===== src/rtl/pc_ctrl_pkg.sv =====
// Shared types and constants for the fetch-stage PC controller.
package pc_ctrl_pkg;

  typedef enum logic [1:0] {
    RST_HOLD = 2'd0,
    FETCH    = 2'd1,
    ERR      = 2'd2
  } fetch_state_e;

  localparam logic [31:0] PC_INCR   = 32'd4;
  localparam int unsigned TMO_CNT_W = 8;

  // Sequential fetch address, wraps naturally at 2^32.
  function automatic logic [31:0] pc_seq(input logic [31:0] pc);
    return pc + PC_INCR;
  endfunction

endpackage


===== src/rtl/pc_redirect_buf.sv =====
// Pending branch/jump redirect holder: set (newest wins), clear on PC load.
module pc_redirect_buf (
  input  logic        clk_i,
  input  logic        rst_i,
  input  logic        set_i,
  input  logic        clr_i,
  input  logic [31:0] target_i,
  output logic        pend_valid_o,
  output logic [31:0] pend_target_o
);

  logic        pend_valid_q, pend_valid_d;
  logic [31:0] pend_target_q, pend_target_d;

  always_comb begin
    pend_valid_d  = pend_valid_q;
    pend_target_d = pend_target_q;
    if (set_i) begin
      pend_valid_d  = 1'b1;
      pend_target_d = target_i;
    end else if (clr_i) begin
      pend_valid_d  = 1'b0;
    end
  end

  always_ff @(posedge clk_i or posedge rst_i) begin
    if (rst_i) begin
      pend_valid_q  <= 1'b0;
      pend_target_q <= 32'd0;
    end else begin
      pend_valid_q  <= pend_valid_d;
      pend_target_q <= pend_target_d;
    end
  end

  assign pend_valid_o  = pend_valid_q;
  assign pend_target_o = pend_target_q;

endmodule


===== src/rtl/pc_fetch_ctrl.sv =====
// Fetch-stage PC sequencer with imem handshake, redirect buffering and timeout error.
// Optional performance counters are enabled by defining FETCH_PERF_EN.
module pc_fetch_ctrl
  import pc_ctrl_pkg::*;
#(
  parameter int unsigned IMEM_TIMEOUT = 16
) (
  input  logic        CLK,
  input  logic        reset,
  input  logic [31:0] PC,
  input  logic        StallD,
  input  logic        BranchTakenD,
  input  logic [31:0] BranchTarget,
  input  logic        JumpD,
  input  logic [31:0] JumpTarget,
  input  logic        ImemReady,
  output logic        ImemReq,
  output logic [31:0] PC_next,
  output logic        PC_en,
  output logic        StallF,
  output logic        FlushD,
  output logic        ImemErr
`ifdef FETCH_PERF_EN
  ,
  output logic [31:0] StallCount,
  output logic [31:0] RedirectCount
`endif
);

  fetch_state_e         state_q, state_d;
  logic [TMO_CNT_W-1:0] cnt_q, cnt_d, cnt_inc;
  logic                 tmo_trip;

  logic                 advance;
  logic                 redirect_acc;
  logic [31:0]          redirect_tgt;
  logic                 pend_valid;
  logic [31:0]          pend_target;

  assign cnt_inc  = cnt_q + TMO_CNT_W'(1);
  assign tmo_trip = ({{(32 - TMO_CNT_W){1'b0}}, cnt_inc} >= IMEM_TIMEOUT);

  // Outputs and handshake decode.
  always_comb begin
    ImemReq      = 1'b0;
    StallF       = 1'b0;
    ImemErr      = 1'b0;
    advance      = 1'b0;
    redirect_acc = 1'b0;
    unique case (state_q)
      RST_HOLD: begin
        StallF       = 1'b0;
        redirect_acc = (BranchTakenD | JumpD) & ~StallD;
      end
      FETCH: begin
        ImemReq      = 1'b1;
        advance      = ImemReady & ~StallD;
        StallF       = ~advance;
        redirect_acc = (BranchTakenD | JumpD) & ~StallD;
      end
      ERR: begin
        StallF  = 1'b1;
        ImemErr = 1'b1;
      end
      default: begin
        StallF = 1'b1;
      end
    endcase

    redirect_tgt = JumpD ? JumpTarget : BranchTarget;

    if (redirect_acc) begin
      PC_next = redirect_tgt;
    end else if (pend_valid) begin
      PC_next = pend_target;
    end else begin
      PC_next = pc_seq(PC);
    end

    PC_en  = advance;
    FlushD = advance & (redirect_acc | pend_valid);
  end

  // State and timeout counter next-state.
  always_comb begin
    state_d = state_q;
    cnt_d   = cnt_q;
    unique case (state_q)
      RST_HOLD: begin
        state_d = FETCH;
        cnt_d   = '0;
      end
      FETCH: begin
        if (advance || ImemReady) begin
          cnt_d = '0;
        end else begin
          cnt_d = cnt_inc;
          if (tmo_trip) begin
            state_d = ERR;
          end
        end
      end
      ERR: begin
        state_d = ERR;
      end
      default: begin
        state_d = ERR;
      end
    endcase
  end

  always_ff @(posedge CLK or posedge reset) begin
    if (reset) begin
      state_q <= RST_HOLD;
      cnt_q   <= '0;
    end else begin
      state_q <= state_d;
      cnt_q   <= cnt_d;
    end
  end

  // A redirect that cannot load this cycle is parked until the next advance.
  pc_redirect_buf u_redirect_buf (
    .clk_i         (CLK),
    .rst_i         (reset),
    .set_i         (redirect_acc & ~PC_en),
    .clr_i         (PC_en),
    .target_i      (redirect_tgt),
    .pend_valid_o  (pend_valid),
    .pend_target_o (pend_target)
  );

`ifdef FETCH_PERF_EN
  logic [31:0] stall_cnt_q, stall_cnt_d;
  logic [31:0] redir_cnt_q, redir_cnt_d;

  always_comb begin
    stall_cnt_d = stall_cnt_q;
    redir_cnt_d = redir_cnt_q;
    if ((state_q == FETCH) && !PC_en) begin
      stall_cnt_d = stall_cnt_q + 32'd1;
    end
    if (FlushD) begin
      redir_cnt_d = redir_cnt_q + 32'd1;
    end
  end

  always_ff @(posedge CLK or posedge reset) begin
    if (reset) begin
      stall_cnt_q <= 32'd0;
      redir_cnt_q <= 32'd0;
    end else begin
      stall_cnt_q <= stall_cnt_d;
      redir_cnt_q <= redir_cnt_d;
    end
  end

  assign StallCount    = stall_cnt_q;
  assign RedirectCount = redir_cnt_q;
`endif

endmodule


===== config.mk =====
export PLATFORM = sky130hd
export DESIGN_NAME = pc_fetch_ctrl
export DESIGN_NICKNAME = d
export VERILOG_FILES = /design/src/rtl/pc_ctrl_pkg.sv /design/src/rtl/pc_redirect_buf.sv /design/src/rtl/pc_fetch_ctrl.sv
export SDC_FILE = /design/constraint.sdc
export NUM_CORES = 1
export LEC_CHECK = 0
export CORE_MARGIN = 10
export CORE_UTILIZATION = 25
export DETAILED_ROUTE_END_ITERATION = 6
export PLACE_DENSITY = 0.62
export SLEW_MARGIN = 5
export SYNTH_ARGS = -nofsm -noshare
export SYNTH_HDL_FRONTEND = slang
export SYNTH_SLANG_ARGS = --single-unit

===== constraint.sdc =====
create_clock -name CLK -period 2.75 [get_ports CLK]
set_clock_uncertainty 0.15 [all_clocks]
set_input_delay 0.55 -clock CLK [delete_from_list [all_inputs] [get_ports CLK]]
set_output_delay 0.55 -clock CLK [all_outputs]
set_load 0.02 [all_outputs]

**Yosys cells after proc, flatten, opt, wreduce, memory -nomap -nowiden**

Cells that the tools add are included.

- Bits in registers: 43
- Input port bits: 102
- Output and inout port bits: 37
- Logic and storage cells: 41

- Add/subtract/negate cells: 2
- Order comparisons: 1
- Equality and inequality tests: 4
- Mux-type cells: 15
- Bitwise gates (word level): 9
- Reductions and logical operators: 6

Operators with widths:

| operator | count |
|---|---|
| 32-bit two-way mux | 3 |
| 32-bit by 3-bit adder with 32-bit output, second input constant | 1 |
| 8-bit case mux with 2 select lines | 1 |
| 8-bit by 1-bit adder with 8-bit output, second input constant | 1 |
| 8-bit by 5-bit >= comparator with 1-bit output, second input constant | 1 |
| 8-bit two-way mux | 1 |
| 1-bit two-way mux | 6 |
| 1-bit bitwise AND | 4 |
| 2-bit two-way mux | 2 |
| 2-bit inequality test, second input constant | 2 |
| 2-bit case mux with 2 select lines | 1 |
| 2-bit nonzero test | 2 |
| 1-bit NOT | 3 |
| 2-bit by 1-bit equality test with 1-bit output, second input constant | 1 |
| 2-bit equality test, second input constant | 1 |
| 2-bit logical NOT | 1 |
| 1-bit bitwise OR | 2 |
| 1-bit case mux with 2 select lines | 1 |
| 2-bit AND reduction | 1 |
| 2-bit OR reduction | 1 |
| 1-bit logical OR | 1 |

**Longest topological paths before layout**

Gate-level depths: netlist of the first run.

- Word-level depth: 6
- Mapped depth: 7
- Depth with buffers taken out: 6

**Hierarchy**

A second synthesis of the first run with hierarchy kept.

- Cell total of the unflattened synthesis: 387
- Area total of the unflattened synthesis: 3597.2 um^2

Modules (own cells, without submodules):

| module | times used | cells each | area an instance (um^2) |
|---|---|---|---|
| pc_fetch_ctrl | 1 | 315 | 2215.9 |
| pc_redirect_buf | 1 | 72 | 1381.3 |

**Least setup slack after synthesis of the first run**

No wires, ideal clock.

- Path kind: input to output
- Start: input port PC[2]
- End: output port PC_next[26]
- Arrival time: 2046 ps
- Setup slack: 4 ps
- Cell stages on the path: 6
- Path through: ha_1 nand2_1 nor4_4 nand4_1 xor2_1 a221oi_2

- Word-level cells in the longest chain between the ends: 3

Ends and longest elaborated chain:

| element | line | RTL |
|---|---|---|
| from (decl) | pc_fetch_ctrl.sv:10 | `input logic [31:0] PC,` |
| 32-bit by 3-bit adder with 32-bit output | pc_ctrl_pkg.sv:15 | `return pc + PC_INCR;` |
| 32-bit two-way mux | pc_fetch_ctrl.sv:74 | `end else if (pend_valid) begin` |
| 32-bit two-way mux | pc_fetch_ctrl.sv:72 | `if (redirect_acc) begin` |
| to (decl) | pc_fetch_ctrl.sv:18 | `output logic [31:0] PC_next,` |

Every way passes these cells.

**Final worst setup path of the first run**

- Start: input port PC[4]
- End: output port PC_next[19]

Same word-level chain as after synthesis.

==> results of run 1 <==
[where the power goes]
group / total (mW) / switching, mW / internal (mW)
combinational: 1.38 / 0.724 / 0.652
clock: 0.608 / 0.272 / 0.335
sequential: 0.837 / 0.0755 / 0.761
total: 2.82 / 1.07 / 1.75
[registers in the layout, summed over array words and instances, names as in the netlist]
signal	count
u_redirect_buf.pend_valid_o	1
state_q	2
u_redirect_buf.pend_target_o	32
cnt_q	8
[metal layers]
layer	wire (um)	share of wire, %	track usage, %
met5	0	0	0
met4	151	1.1	3.48
met2	6700	50	26.1
met3	563	4.2	2.88
met1	5960	45	17.3
[repair_timing]
action	CTS	global route
endpoints found under the setup margin	34	34
pin swaps	23	25
cloned	4	1
buffers inserted	5	7
gates resized for setup	265	35
[final cells by class]
| class | count | area share [%] |
|---|---|---|
| Timing Repair Buffer | 230 | 36.4 |
| Sequential cell | 43 | 18.8 |
| Clock inverter | 3 | 0.350 |
| Multi-Input combinational cell | 313 | 38.1 |
| Tap cell | 172 | 3.76 |
| Clock buffer | 5 | 2.19 |
| Inverter | 6 | 0.393 |
[path summary, 6_finish.rpt]
kind / startpoint / end / slack, ns
worst max-delay path: PC[4] / PC_next[19] / -0.03
worst min-delay path: cnt_q[7] / cnt_q[7] / 0.37
worst max register to register: cnt_q[0] / state_q[0] / 0.82
worst min register to register: cnt_q[7] / cnt_q[7] / 0.37
max in group asynchronous: reset / u_redirect_buf.pend_target_o[13] / 1.45
min in group asynchronous: reset / u_redirect_buf.pend_target_o[25] / 0.57
[worst max-delay path: cells and delay by family]
kind / cells / cell delay, ns
AO/OA/AOI/OAI: 1 / 0.26
AND/OR/NAND/NOR: 3 / 0.53
XOR/XNOR: 1 / 0.15
buffers and inverters: 4 / 0.61
[metrics by stage]
step	power [mW]	setup TNS, ns	hold WS, ns	cell area (sq um)	setup slack, ns
6_report	2.82	-0.0543	0.368	5720	-0.0316
5_1_grt	3.00	-0.755	0.415	5720	-0.132
4_1_cts	2.80	-0.224	0.369	5560	-0.0683
3_5_place_dp	2.23	-24.18	0.363	5290	-0.972
3_3_place_gp	2.20	-23.73	0.344	5290	-0.924
2_1_floorplan	1.50	0	0.323	3190	0.00427
[logic make-up (layout without fill, tap and decap cells)]
group / Yosys count / after routing / synth area share (%)
AND/OR/NAND/NOR: 149 / 149 / 23.8
adder cells (fa/ha/maj): 2 / 2 / 0.784
AO/OA/AOI/OAI: 105 / 105 / 21.2
XOR/XNOR: 26 / 26 / 7.13
buffers and inverters: 30 / 244 / 3.61
multiplexers: 31 / 31 / 9.72
flip-flops: 43 / 43 / 33.7
[synth_stat cells, types with 2 or more instances]
master,instances
a211oi_1,7
a21oi_1,42
a221oi_1,5
a221oi_2,3
and3_1,5
and4_1,2
buf_1,2
buf_2,2
clkbuf_1,20
dfrtp_1,43
ha_1,2
inv_1,6
mux2i_1,31
nand2_1,20
nand2b_1,3
nand3_1,24
nand4_1,9
nor2_1,56
nor2b_1,5
nor3_1,14
nor4_4,2
o21ai_0,18
o221ai_1,10
o22ai_1,6
xnor2_1,7
xor2_1,19
==> out/qor.csv, run 1 <==
stage,metric,value,unit
status,status,finished with violations,
status,violations,setup timing,
pwr,p_leak,2.45,nW
cts,path_clk_slew,0.07,ns
flow_run,maxCapViolCount,0,
yosys,synth_area_leaders,"dfrtp_1 34%, mux2i_1 9.7%, a21oi_1 6.6%, nor2_1 6.6%, xor2_1 5.2%",
worst_setup_path,crit_path_start_kind,input pin,
final_layout,drive_above_1_share,31.7,%
global_route,first_global_vias,4005,
routing,vias_per_cell,4.89,
worst_setup_path,cpPeakStageDelay,0.36,ns
yosys,avgSynthCellArea,8.27,sq um
yosys,synth_top_area_share,33.7,%
routing,drcViolationCount,0,
placement,port_buffers,138,
routing,num_vias,3775,
cts,cts_buffers,5,
min_path,min_path_cells,1,
pwr,power_density,493,nW/um^2
global_route,antenna_found_initial,0,
timing,finalHoldViolCount,0,
yosys,ys.flop_type,dfrtp_1,
final_layout,layout_commonest_cell,buf_4,
placement,dpl.cell_count,747,
routing,ant_nets,0,
timing,setup_viol,3,
worst_setup_path,arrival,2.08,ns
timing,max_freq,360,MHz
yosys,seq_area_frac_synth,33.7,%
yosys,ys_seq_elements,43,
global_route,grt_pass1_wl,21000,um
die,die-width,133,um
yosys,ys_types,49,
yosys,yosysTopAreaCell,dfrtp_1,
die,die_area,17700,sq um
worst_setup_path,reg2reg_depth,6,
timing,setup_slack,-0.0316,ns
cts,clockBufferDepth,2,
worst_setup_path,crit_top_cell,buf_4,
worst_setup_path,end_kind,primary output,
die,coreArea,12600,sq um
routing,drtIter0Drc,206,
yosys,synth_warnings,0,
final_layout,seq_area,1080,sq um
pwr,vdd_ir_drop_max,250,uV
timing,slew_viol_final,0,
final_layout,fillers,1222,
routing,routed_wirelength,13400,um
timing,min_period_over_period,101,%
die,dieHeight,133,um
routing,wire_per_inst,17.3,um
final_layout,n_antenna_cell,0,
min_path,hold_class,reg2reg,
die,core.rowCount,41,
worst_setup_path,crit_fanout,4,
worst_setup_path,cp.required,2.05,ns
final_layout,syn_to_final_growth,79.3,%
timing,period_minus_slack,2.78,ns
cts,ctsRootBufferMaster,clkbuf_16,
global_route,grt_use_total,14.6,%
cts,ctsHoldBuffers,0,
global_route,grt_max_degree,47,
cts,htreeDepth,2,
worst_setup_path,slowest_stage,nor4_4,
cts,cts_tree,built,
yosys,syn_nets,490,
final_layout,multi_input_area,2180,sq um
placement,gp_congestion,0.855,
routing,first_pass_iters,4,
worst_setup_path,critPathKind,in2out,
placement,dpl.hpwl,9750,um
final_layout,post-route-util,45.5,%
die,ioPinCount,139,
yosys,synth_edf_count,0,
timing,worstMarginPinSlew,0.595,ns
yosys,async_flop_share,100,%
final_layout,final_cell_count_no_fill,772,
cts,clock_sinks,43,
final_layout,nNetsFinal,703,
timing,slew_headroom,60.3,%
cts,clock_latency,0.29,ns
worst_setup_path,path_cells,buf_8 -> nand4_4 -> buf_6 -> nor4_4 -> buf_4 -> nand2_2 -> xor2_1 -> a221oi_2 -> buf_4,
timing,rsz0062_at_grt,true,
yosys,synthCells,386,
global_route,grt_overflow,0,
yosys,syn_area,3190,sq um
final_layout,mostFrequentLayoutCells,"102 x buf_4, 74 x clkdlybuf4s50_1, 53 x nor2_1",
die,initial_core_util,25.4,%
No activity file was read; power rests on OpenSTA's default activity.
==> inputs of run 2 (changes only) <==
Settings changed: CORE_MARGIN 10 to 5, PLACE_DENSITY 0.62 to unset.
==> run 2 against run 1 <==
Against the previous run: fmax is 1.1% higher; sequential share of layout area is 0.58 points lower; first-iteration DRC count down 11%; worst hold slack better by 0.0054 ns; the run still ends with setup timing left; global-route usage up 1.3 points; highest routed layer unchanged; non-clock buffer count grew 1; critical endpoint is now PC_next[29]; combinational power about the same; sequential power about the same.
==> out/qor.csv, run 2 (same netlist as run 1, synthesis figures left out) <==
stage,metric,value,unit,change
die,die-width,123,um,-7.5%
die,die_area,15100,sq um,-14%
pwr,vdd_ir_drop_max,257,uV,+2.9%
die,coreArea,12600,sq um,unchanged
cts,clockBufferDepth,2,,unchanged
routing,drtIter0Drc,184,,-11%
cts,clock_sinks,43,,unchanged
worst_setup_path,crit_path_start_kind,input pin,,
timing,max_freq,363,MHz,+1.1%
timing,rsz0062_at_grt,true,,
worst_setup_path,reg2reg_depth,6,,unchanged
timing,min_period_over_period,100,%,-1.1 points
timing,finalHoldViolCount,0,,unchanged
cts,htreeDepth,2,,unchanged
cts,cts_tree,built,,
pwr,power_density,510,nW/um^2,+3.5%
routing,first_pass_iters,4,,unchanged
worst_setup_path,arrival,2.05,ns,-0.03 ns
placement,port_buffers,138,,unchanged
die,core.rowCount,41,,unchanged
final_layout,n_antenna_cell,0,,unchanged
cts,cts_buffers,5,,unchanged
final_layout,seq_area,1080,sq um,unchanged
global_route,first_global_vias,3779,,-5.6%
pwr,comb_power_share,46.4,%,-2.4 points
worst_setup_path,cp_num_cells,10,,+1
routing,drcViolationCount,0,,unchanged
pwr,power_switching_share,35.0,%,-3.0 points
min_path,hp-start,cnt_q[7],,
routing,vias_per_cell,4.89,,about the same
status,violations,setup timing,,
final_layout,syn_to_final_growth,85.0,%,
timing,worstMarginPinSlew,0.417,ns,-0.178 ns
placement,dpl.hpwl,9120,um,-6.5%
worst_setup_path,rr_endpoint,state_q[0],,
placement,gp_congestion,0.859,,+0.50%
worst_setup_path,startpoint,PC[3],,
final_layout,nNetsFinal,704,,+0.14%
worst_setup_path,critPathBufInv,5,,+1
pwr,p_leak,2.52,nW,+3.2%
worst_setup_path,critPathKind,in2out,,
pwr,p_int,1.96,mW,+12%
pwr,power.share.clock,25.9,%,+4.4 points
worst_setup_path,critPathTopFamily,buffers and inverters,,
die,ioPinCount,139,,unchanged
timing,slew_headroom,71.8,%,+11 points
cts,path_clk_slew,0.06,ns,about the same
pwr,netSwitchingPower,1.06,mW,-1.5%
cts,clock_latency,0.28,ns,about the same
worst_setup_path,slowest_stage,nor4_4,,
timing,slew_viol_final,0,,unchanged
global_route,grt_overflow,0,,unchanged
timing,setup_slack,-0.00233,ns,+0.0293 ns
timing,setup_viol,1,,-2
flow_run,maxCapViolCount,0,,unchanged
worst_setup_path,crit_fanout,3,,-1
worst_setup_path,crit_end,PC_next[29],,
routing,num_vias,3778,,+0.079%
routing,ant_nets,0,,unchanged
worst_setup_path,cp.required,2.05,ns,about the same
worst_setup_path,cpPeakStageDelay,0.30,ns,-0.06 ns
global_route,grt_use_total,15.9,%,+1.3 points
min_path,hold_class,reg2reg,,
final_layout,mostFrequentLayoutCells,"94 x buf_4, 74 x clkdlybuf4s50_1, 52 x nor2_1",,
worst_setup_path,r2r_setup_slack,0.88,ns,+0.06 ns
final_layout,layout_commonest_cell,buf_4,,
final_layout,multi_input_area,2230,sq um,+2.1%
final_layout,largest_reg_flops,32,,unchanged
timing,final.setup.tns,-0.00233,ns,+0.0520 ns
cts,ctsRootBufferMaster,clkbuf_16,,
timing,period_minus_slack,2.75,ns,-0.0293 ns
pwr,pwr-share-seq,27.7,%,-2.0 points
routing,routed_wirelength,12600,um,-5.8%
final_layout,drive_above_1_share,31.9,%,+0.28 points
global_route,antenna_found_initial,0,,unchanged
global_route,grt_max_degree,47,,unchanged
worst_setup_path,path_cells,buf_8 -> buf_6 -> nand3_4 -> nor4_4 -> buf_4 -> buf_6 -> nand4_1 -> a21oi_2 -> o32ai_2 -> buf_4,,
cts,ctsHoldBuffers,0,,unchanged
routing,wire_per_inst,16.3,um,-5.9%
final_layout,final_cell_area,5910,sq um,+3.2%
worst_setup_path,reg2reg_from,cnt_q[0],,
final_layout,fillers,1207,,-1.2%
global_route,grt_pass1_wl,19200,um,-8.4%
placement,placed_area,5300,sq um,+0.14%
worst_setup_path,end_kind,primary output,,
die,initial_core_util,25.4,%,unchanged
status,status,finished with violations,,
die,dieHeight,123,um,-7.5%
==> run 2: worst min-delay path by stage <==
stage / to / slack [ns] / cells after the start
finish: cnt_q[7] / 0.37 / 1
global route: u_redirect_buf.pend_target_o[25] / 0.41 / 2
CTS: cnt_q[7] / 0.37 / 1
detailed placement: cnt_q[7] / 0.36 / 1
global placement: u_redirect_buf.pend_target_o[29] / 0.35 / 2
floorplan: cnt_q[7] / 0.32 / 1
==> run 2: final cells by class <==
| type | instances | area share (%) |
|---|---|---|
| flip-flops and latches | 43 | 18.2 |
| well taps | 172 | 3.64 |
| clock buffers | 6 | 2.18 |
| multi-input cells | 313 | 37.7 |
| inverters | 6 | 0.381 |
| clock inverters | 2 | 1.02 |
| repair buffers | 231 | 36.8 |
==> run 2: repair_timing <==
item                       in CTS  in global routing
setup buffers                  11                  6
pin swaps                      19                 19
gates cloned                    2                  3
setup endpoints to repair      34                 31
resized for setup             263                 43
==> run 2: through the flow <==
stage / power (mW) / std cells / util, % / setup slack [ns] / hold WS [ns]
after detailed placement: 2.22 / 743 / 42.2 / -0.958 / 0.361
after floorplan: 1.50 / 386 / - / 0.00427 / 0.323
after global routing: 3.19 / 773 / 47.0 / -0.0701 / 0.405
after CTS: 2.95 / 764 / 44.9 / -0.0868 / 0.374
final: 3.01 / 773 / 47.0 / -0.00233 / 0.373
after global placement: 2.19 / 743 / 42.2 / -0.938 / 0.353
==> run 2: power by group through the flow <==
stage | clock [mW] | combinational (mW) | sequential [mW]
2_1_floorplan | 0 | 0.674 | 0.827
3_3_place_gp | 0 | 1.36 | 0.835
3_5_place_dp | 0 | 1.38 | 0.843
4_1_cts | 0.793 | 1.32 | 0.831
5_1_grt | 0.815 | 1.52 | 0.851
6_report | 0.779 | 1.40 | 0.834
==> run 2: per-layer routing <==
| layer | vias to the layer above | share of wire [%] | GRT usage, % |
|---|---|---|---|
| met1 | 1801 | 41 | 19.9 |
| met5 | - | 0 | 0 |
| met2 | 112 | 50 | 28.0 |
| met3 | 15 | 7.1 | 3.25 |
| li1 | 1850 | - | - |
| met4 | 0 | 1.6 | 3.74 |
==> inputs of run 3 (changes only) <==
Settings changed: PLACE_DENSITY_LB_ADDON set to 0.15, TNS_END_PERCENT set to 1.
==> run 3 against run 2 <==
Against the previous run: the run still ends with setup timing left; critical path depth decreased by 3; global-route usage decreased by 0.13 points; final area shrank 4.3%; worst hold slack about the same; utilization shrank 2.0 points.
==> out/qor.csv, run 3 (same netlist as run 1, synthesis figures left out) <==
stage,metric,value,unit,change
timing,rsz0062_at_grt,true,,
timing,worstMarginPinSlew,0.491,ns,+0.0742 ns
status,violations,setup timing,,
die,die-width,123,um,unchanged
final_layout,n_antenna_cell,0,,unchanged
routing,wire_per_inst,15.9,um,-2.6%
worst_setup_path,end_kind,primary output,,
min_path,hold_class,reg2reg,,
final_layout,nNetsFinal,695,,-1.3%
global_route,met3_usage,3.11,%,-0.14 points
routing,num_vias,3645,,-3.5%
final_layout,largest_reg_flops,32,,unchanged
worst_setup_path,crit_path_start_kind,input pin,,
flow_run,maxCapViolCount,0,,unchanged
cts,clock_sinks,43,,unchanged
worst_setup_path,path_cells,clkdlybuf4s50_1 -> nor2_2 -> o21a_2 -> nor2_4 -> buf_4 -> nor3_1 -> clkdlybuf4s15_2,,
worst_setup_path,critPathBufInv,3,,-2
final_layout,final_cell_area,5650,sq um,-4.3%
die,dieHeight,123,um,unchanged
global_route,first_global_vias,3670,,-2.9%
cts,path_clk_slew,0.07,ns,about the same
timing,setup_slack,-0.0183,ns,-0.0160 ns
worst_setup_path,crit_fanout,9,,+6
worst_setup_path,critPathTopFamily,buffers and inverters,,
die,initial_core_util,25.4,%,unchanged
global_route,grt_util_met1,21.7,%,+1.8 points
final_layout,fillers,1260,,+4.4%
timing,min_period_over_period,101,%,+0.58 points
worst_setup_path,arrival,2.07,ns,+0.02 ns
cts,cts_tree,built,,
final_layout,mostFrequentLayoutCells,"95 x buf_4, 78 x clkdlybuf4s50_1, 53 x nor2_1",,
global_route,antenna_found_initial,0,,unchanged
worst_setup_path,reg2reg_from,cnt_q[0],,
placement,dpl.cell_count,743,,unchanged
placement,place_ws,-0.923,ns,+0.0356 ns
routing,routed_wirelength,12100,um,-3.7%
timing,final.setup.tns,-0.0183,ns,-0.0160 ns
min_path,min_to,u_redirect_buf.pend_target_o[18],,
placement,gp_congestion,0.818,,-4.8%
die,core.rowCount,41,,unchanged
pwr,power_density,509,nW/um^2,-0.30%
cts,ctsRootBufferMaster,clkbuf_16,,
die,ioPinCount,139,,unchanged
global_route,busiest_layer,met2,,
global_route,gr-usage-met2,25.6,%,-2.5 points
final_layout,multi_input_area,2160,sq um,-2.9%
pwr,p_leak,2.39,nW,-5.2%
cts,ctsHoldBuffers,0,,unchanged
die,coreArea,12600,sq um,unchanged
min_path,hp-start,u_redirect_buf.pend_target_o[18],,
worst_setup_path,critPathKind,in2out,,
timing,slew_headroom,67.2,%,-4.6 points
timing,period_minus_slack,2.77,ns,+0.0160 ns
final_layout,syn_to_final_growth,77.0,%,
global_route,grt_overflow,0,,unchanged
routing,drcViolationCount,0,,unchanged
worst_setup_path,r2r_setup_slack,0.90,ns,+0.02 ns
routing,vias_per_cell,4.77,,-2.4%
worst_setup_path,cp.required,2.05,ns,about the same
worst_setup_path,cpPeakStageDelay,0.49,ns,+0.19 ns
routing,ant_nets,0,,unchanged
final_layout,drive_above_1_share,29.6,%,-2.4 points
worst_setup_path,rr_endpoint,state_q[0],,
timing,max_freq,361,MHz,-0.58%
global_route,grt_pass1_wl,18900,um,-1.3%
final_layout,layout_commonest_cell,buf_4,,
worst_setup_path,slowest_stage,clkdlybuf4s50_1,,
placement,port_buffers,138,,unchanged
worst_setup_path,reg2reg_depth,5,,-1
cts,cts_buffers,5,,unchanged
status,status,finished with violations,,
timing,finalHoldViolCount,0,,unchanged
cts,clock_latency,0.28,ns,about the same
min_path,min_path_cells,2,,+1
routing,drtIter0Drc,208,,+13%
final_layout,final_cell_count_no_fill,764,,-1.2%
global_route,grt_max_degree,41,,-13%
timing,setup_viol,1,,unchanged
timing,slew_viol_final,0,,unchanged
pwr,vdd_ir_drop_max,372,uV,+45%
final_layout,seq_area,1080,sq um,unchanged
placement,dpl.hpwl,9090,um,-0.33%
global_route,grt_use_total,15.8,%,-0.13 points
die,die_area,15100,sq um,unchanged
routing,first_pass_iters,4,,unchanged
cts,clockBufferDepth,2,,unchanged
timing,timing.hold.ws,0.374,ns,+0.000341 ns
placement,placed_area,5250,sq um,-0.94%
cts,htreeDepth,2,,unchanged
==> run 3: changes by cell type in the layout (fill, tap and decap cells not counted), moves of 3 or more <==
cell             delta
a221oi_2            +3
buf_12              -3
buf_2               -5
buf_6               +3
buf_8               -4
clkbuf_16           -3
clkbuf_2            +3
clkdlybuf4s50_1     +4
o221ai_1            +4
o221ai_2            -4
==> run 3: report_power, final <==
group / total, mW / switching (mW) / leakage [nW] / internal, mW
sequential: 0.829 / 0.0686 / 0.494 / 0.761
clock: 0.707 / 0.273 / 0.0844 / 0.434
combinational: 1.34 / 0.704 / 1.82 / 0.633
==> run 3: layer usage <==
metal	share of wire, %	up-vias
met3	6.3	6
met1	47	1712
met4	1.1	0
li1	-	1840
met5	0	-
met2	46	87
==> run 3: how the worst max path moves through the flow <==
stage / to / startpoint / depth (start not counted)
floorplan: PC_next[26] / PC[2] / 6
global placement: PC_next[19] / PC[5] / 7
detailed placement: PC_next[19] / PC[5] / 7
CTS: PC_next[26] / PC[11] / 9
global route: PC_next[29] / PC[4] / 10
finish: FlushD / StallD / 7
==> run 3: timing repair <==
action                     in CTS  in global routing
setup endpoints to repair      35                 33
gates resized for setup       238                 45
gates cloned                    2                  0
buffers inserted                6                  5
pin swaps                      14                 12
==> run 3: worst register-to-register path, stage by stage (launching register included) <==
cell,delay [ns]
dfrtp_1,0.43
ha_1,0.24
and3_1,0.24
o21ai_0,0.16
nor4b_1,0.36
o21ba_2,0.21
==> run 3: stage by stage <==
| stage | util, % | power, mW |
|---|---|---|
| 6_report | 45.0 | 2.87 |
| 5_1_grt | 45.0 | 3.06 |
| 4_1_cts | 43.5 | 2.85 |
| 3_5_place_dp | 41.8 | 2.21 |
| 3_3_place_gp | 41.8 | 2.19 |
| 2_1_floorplan | - | 1.50 |
==> run 3: final cells by class <==
type                       count  area share (%)
timing repair buffer         222            35.4
inverter                       6           0.399
multi-input combinational    313            38.3
sequential                    43            19.0
clock buffer                   5            2.21
tap                          172            3.81
clock inverter                 3           0.841
